### src/rtl/cfg_reg_bank.sv
// cfg_reg_bank: double-buffered bank of NUM_REGS configuration registers.
// Writes (byte-masked load, increment, clear) land in a shadow copy. A commit
// copies every shadow register into the active copy on one edge, so the
// datapath never sees a partially updated set. Active values are exported
// flattened and through a one-cycle registered read port.
module cfg_reg_bank #(
    parameter int              WIDTH     = 16,
    parameter int              NUM_REGS  = 4,
    parameter int              ADDR_W    = 2,
    parameter logic [WIDTH-1:0] RESET_VAL = '0
) (
    input  logic                      clk,
    input  logic                      rst_n,
    input  logic                      load,
    input  logic [1:0]                op,
    input  logic [ADDR_W-1:0]         addr,
    input  logic [WIDTH-1:0]          dataIn,
    input  logic [WIDTH/8-1:0]        be,
    input  logic                      commit,
    input  logic                      rd_en,
    input  logic [ADDR_W-1:0]         rd_addr,
    output logic [WIDTH-1:0]          rd_data,
    output logic                      rd_valid,
    output logic [NUM_REGS*WIDTH-1:0] dataOut,
    output logic                      pending
);

    localparam int NB = WIDTH / 8;

    logic [WIDTH-1:0] shadow [NUM_REGS];
    logic [WIDTH-1:0] active [NUM_REGS];

    logic             wr_hit;
    logic             wr_change;
    logic [WIDTH-1:0] rd_sel;

    // New shadow value for one channel given the requested operation.
    function automatic logic [WIDTH-1:0] next_shadow(
        input logic [WIDTH-1:0] cur,
        input logic [1:0]       o,
        input logic [WIDTH-1:0] d,
        input logic [NB-1:0]    m
    );
        logic [WIDTH-1:0] r;
        r = cur;
        case (o)
            2'b00: begin
                for (int i = 0; i < NB; i++) begin
                    if (m[i]) r[8*i +: 8] = d[8*i +: 8];
                end
            end
            2'b01:   r = cur + WIDTH'(1);
            2'b10:   r = RESET_VAL;
            default: r = cur;
        endcase
        return r;
    endfunction

    // Address decode: write acceptance and read mux (out-of-range reads give 0).
    always_comb begin
        wr_hit = 1'b0;
        rd_sel = '0;
        for (int k = 0; k < NUM_REGS; k++) begin
            if (addr == ADDR_W'(k))    wr_hit = load;
            if (rd_addr == ADDR_W'(k)) rd_sel = active[k];
        end
        wr_change = wr_hit && (op != 2'b11);
    end

    // Shadow writes; a coincident commit still sees the pre-write shadow.
    always_ff @(posedge clk) begin
        for (int k = 0; k < NUM_REGS; k++) begin
            if (!rst_n) begin
                shadow[k] <= RESET_VAL;
            end else if (load && addr == ADDR_W'(k)) begin
                shadow[k] <= next_shadow(shadow[k], op, dataIn, be);
            end
        end
    end

    // Atomic commit of every channel into the active copy.
    always_ff @(posedge clk) begin
        for (int k = 0; k < NUM_REGS; k++) begin
            if (!rst_n) begin
                active[k] <= RESET_VAL;
            end else if (commit) begin
                active[k] <= shadow[k];
            end
        end
    end

    // Registered read port; reads coincident with commit return pre-commit data.
    always_ff @(posedge clk) begin
        if (!rst_n) begin
            rd_data  <= '0;
            rd_valid <= 1'b0;
        end else begin
            rd_valid <= rd_en;
            if (rd_en) rd_data <= rd_sel;
        end
    end

    // Pending flag: any effective write sets it, a commit without one clears it.
    always_ff @(posedge clk) begin
        if (!rst_n) begin
            pending <= 1'b0;
        end else if (wr_change) begin
            pending <= 1'b1;
        end else if (commit) begin
            pending <= 1'b0;
        end
    end

    for (genvar k = 0; k < NUM_REGS; k++) begin : g_flat
        assign dataOut[k*WIDTH +: WIDTH] = active[k];
    end

endmodule

### config.mk
export PLATFORM = sky130hd
export DESIGN_NAME = cfg_reg_bank
export DESIGN_NICKNAME = d
export VERILOG_FILES = /design/src/rtl/cfg_reg_bank.sv
export SDC_FILE = /design/constraint.sdc
export NUM_CORES = 1
export LEC_CHECK = 0
export CAP_MARGIN = 20
export CORE_MARGIN = 4
export CORE_UTILIZATION = 59
export DETAILED_ROUTE_END_ITERATION = 8
export GPL_TIMING_DRIVEN = 0
export PLACE_DENSITY = 0.86
export RECOVER_POWER = 50
export SLEW_MARGIN = 20
export SYNTH_ARGS = -nofsm -noshare
export SYNTH_HDL_FRONTEND = slang
export SYNTH_SLANG_ARGS = --single-unit
### constraint.sdc
create_clock -name clk -period 7.1 [get_ports clk]
set_clock_uncertainty 0.1 [all_clocks]
set_input_delay 0.71 -clock clk [delete_from_list [all_inputs] [get_ports clk]]
set_output_delay 0.71 -clock clk [all_outputs]
set_load 0.005 [all_outputs]
Word-level counts from Yosys, hierarchy flattened
Memory sizes are Yosys's and may differ from the RTL's.
Cells that the tools add are included.
- memories: 2
- flip-flop bits (word level): 18
- input bits: 29
- bits in writable memories: 128
- multiplexer cells: 54
- add/sub/neg operators: 4
- reduce and logical (&&, ||, !) cells: 9
- bitwise operators: 8
- eq/ne operators: 9
- memories (name ; words ; bits a word ; rd ports ; clocked after Yosys merged registers in ; write ports ; RTL line ; RTL):
    active ; 4 ; 16 ; 4 ; 0 ; 4 ; 31 ; logic [WIDTH-1:0] active [NUM_REGS];
    shadow ; 4 ; 16 ; 4 ; 0 ; 4 ; 30 ; logic [WIDTH-1:0] shadow [NUM_REGS];
- operators by type and width (cell ; count):
    $mux 16 ; 20
    $pmux 16 s3 ; 4
    $add 16x1->16 const B ; 4
    $mux 8 ; 8
    $mux 1 ; 22
    $eq 2x2->1 const B ; 5
    $or 1x1->1 ; 8
    $eq 2x1->1 const B ; 3
    $logic_not 2->1 ; 3
    $logic_and 1x1->1 ; 5
    $ne 2x2->1 const B ; 1
    $reduce_bool 2->1 ; 1

Longest topological paths before layout
- word-level depth: 7
- mapped depth: 7

Least setup slack after synthesis
Ideal clock, no wire load.
- kind: input -> register
- start point: in rst_n
- end point: mem active[0][0], enable pin
- path buffers: 2
- library setup time: 695 ps
- stages: 3
- path slack: 3983 ps
- arrival: 2322 ps
- path through: clkbuf_1 clkbuf_1 nand2b_1
- RTL lines (what ; RTL line ; RTL):
    from (decl) ; 13 ; input logic rst_n,
    to (decl) ; 31 ;

==> results.cfg <==
[synth]
avgSynthCellArea_um2 = 11.43
yosys_warnings = 0
synth-seq-cells = 146
synth_seq_area_share = 0.5541
yosys-top-cells-area = edfxtp_1, and3_1, dfxtp_1
synth_fp_nets = 702
synth.largest_area_cell = edfxtp_1
syn_inst = 664
syn_area_um2 = 7587
synth.distinct_cells = 42
synth_top_area_share = 0.5066

[final_layout]
final_core_util = 0.7461
ff_latch_area_um2 = 4204
drive_above_1_share = 0.07519
multiInputGateArea_um2 = 3137
insertedDiodeCount = 0
area_growth_pct = 24.09
nets = 823
fillers = 839

[route]
vias = 6223
antenna_left = 0
drt-total-wl_mm = 21.72
routedWlPerCell_um = 22.39
drt-pass1-iter-count = 7
viasPerCell = 6.415
drc = 0
drtIter0Drc = 817

[timing]
period_share = 0.5084
fmax_mhz = 277.0
rsz0062_at_grt = no
tightest_slew_ns = 2.820
fin_setup_tns_ns = 0
drv_slew = 65
slew_headroom = -0.8798
hold_viol = 0
min_period_ns = 3.610
finalSetupViolations = 0

[floorplan]
dieWidth_um = 121.4
num_rows = 41
die_h_um = 121.4
coreArea_um2 = 12620
ios = 111
start_util = 0.6012
dieArea_um2 = 14740

[global_route]
grt_pass1_vias = 6016
antenna_found_initial = 0
grt_pass1_wl_mm = 33.46
grt_usage = 0.3027
globalRouteOverflowTotal = 0
grt_max_degree = 65

[setup_path]
reg2reg_slack_ns = 4.78
critPathKind = input pin to flop
cp_top_family = simple AND/OR/NAND/NOR gates
slowest_stage = nand2b_1
max_stage_delay_ns = 1.57
critPathMaxFanout = 64
worst_setup_path_end_kind = flop
cp.arrival_ns = 3.10
cp_common_cell = clkbuf_1
cp_num_buf_inv = 2
startpoint_type = input pin
cp_data_required_time_ns = 6.59
crit_chain = clkbuf_1, clkbuf_1, nand2b_1

[power]
vdd_drop_max_v = 0.0001101
power_density_nw_per_um2 = 227.9
p_leak_uw = 0.003591

[clocking]
clockBufferDepth = 2
cts_tree = built
cts_sinks = 146
cts_made_buffers = 17
post_cts_resized = 0
post_cts_buffers = 0
htree_levels = 4
hold_buffers = 0
cts_root_buf = clkbuf_16
clock_latency_ns = 0.43
path_clk_slew_ns = 0.06

[outcome]
violations = capacitance limit, slew limit
status = finished, violations left

[run]
max_cap_violations = 1

[place]
gp_congestion = 0.9764
io_buffers = 102
hpwlAfterDp_mm = 16.30

[min_path]
min_path_type = flop to flop
layout make-up:
| class | count | area share |
|---|---|---|
| repair buffers | 102 | 0.1084 |
| clock inverters | 9 | 0.006379 |
| plain buffers | 45 | 0.01900 |
| inverters | 18 | 0.007176 |
| flip-flops and latches | 146 | 0.4465 |
| well taps | 172 | 0.02286 |
| multi-input cells | 455 | 0.3332 |
| clock buffers | 23 | 0.05648 |
registers in the layout (all words and copies together), names as in the netlist:
register  count
active       64
pending       1
rd_data      16
shadow       64
rd_valid      1
where the power goes:
part           internal (µW)  total, µW  leakage, µW  switching (µW)
Combinational            101        219      0.00177             118
Clock                    530        892     0.000300             362
Sequential               988       1030      0.00152            46.2
tightest hold or removal path, stage by stage, from the launching register on:
cell and delay, ns:
dfxtp_1 0.32, mux2i_1 0.06, nor2b_1 0.09
path summary, 6_finish.rpt:
path | from | endpoint | cells after the start
hold reg to reg | rd_data[8] | rd_data[8] | 2
hold / removal | rd_data[8] | rd_data[8] | 2
setup reg to reg | shadow[2][0] | shadow[2][12] | 5
setup / recovery | rst_n | active[3][2] | 3
layout by cell type (no fill, tap or decap), types with 3 or more instances in the layout:
| master | count |
|---|---|
| o21ai_0 | 19 |
| nor2_1 | 20 |
| a21oi_1 | 32 |
| mux2i_1 | 19 |
| dlygate4sd3_1 | 82 |
| or4_1 | 25 |
| clkbuf_16 | 20 |
| nand2_1 | 46 |
| nand3_1 | 30 |
| nand3_2 | 4 |
| o31a_2 | 3 |
| and2_0 | 3 |
| clkinv_2 | 3 |
| inv_1 | 18 |
| ha_1 | 9 |
| nor2b_1 | 22 |
| nand4_1 | 29 |
| and3_1 | 66 |
| nor3_1 | 8 |
| o21a_1 | 4 |
| o21ai_1 | 8 |
| xor2_1 | 4 |
| o211ai_1 | 3 |
| clkbuf_1 | 42 |
| o22ai_1 | 13 |
| dfxtp_1 | 18 |
| o31a_1 | 11 |
| nor4_1 | 18 |
| mux4_2 | 16 |
| clkdlybuf4s50_1 | 20 |
| nand2b_1 | 12 |
| edfxtp_1 | 128 |
| xnor2_1 | 21 |
| inv_4 | 3 |
stage by stage:
step	instances	instance area [µm²]	total power [µW]	worst slack, ns	hold WS (ns)
floorplan	664	7587	1149	3.983	0.4076
global placement	938	8823	1264	3.263	0.3954
detailed placement	938	8831	1277	3.470	0.3999
CTS	970	9423	2157	3.917	0.4189
global route	970	9415	2206	3.191	0.4477
finish	970	9415	2146	3.490	0.4116
synth_stat cells, drive strengths merged:
cell / n
a21oi: 32
and2: 3
and3: 67
and4: 1
and4b: 1
buf: 4
clkbuf: 41
dfxtp: 18
edfxtp: 128
ha: 9
inv: 18
mux2i: 19
mux4: 16
nand2: 46
nand2b: 12
nand3: 34
nand3b: 1
nand4: 30
nand4b: 1
nand4bb: 1
nor2: 20
nor2b: 22
nor3: 8
nor3b: 1
nor4: 18
nor4bb: 1
o211ai: 3
o21a: 4
o21ai: 27
o22ai: 13
o31a: 14
or4: 26
xnor2: 21
xor2: 4
per-layer routing:
metal	up-vias	GRT usage	share of wire	wire, µm
met3	45	0.06946	0.097	2116
met5	-	0	0	0
met2	414	0.5036	0.50	10780
met4	0	0.1092	0.023	498
li1	2808	-	-	-
met1	2956	0.3895	0.38	8322
cell families after synthesis:
| logic type | after synthesis | synth area share |
|---|---|---|
| mux | 35 | 0.07256 |
| fa+ha+maj | 9 | 0.01484 |
| flops | 146 | 0.5541 |
| compound gates | 93 | 0.07322 |
| buf+inv | 63 | 0.03249 |
| simple gates | 293 | 0.2239 |
| xor+xnor | 25 | 0.02886 |
Power figures use the tool's default switching activity.
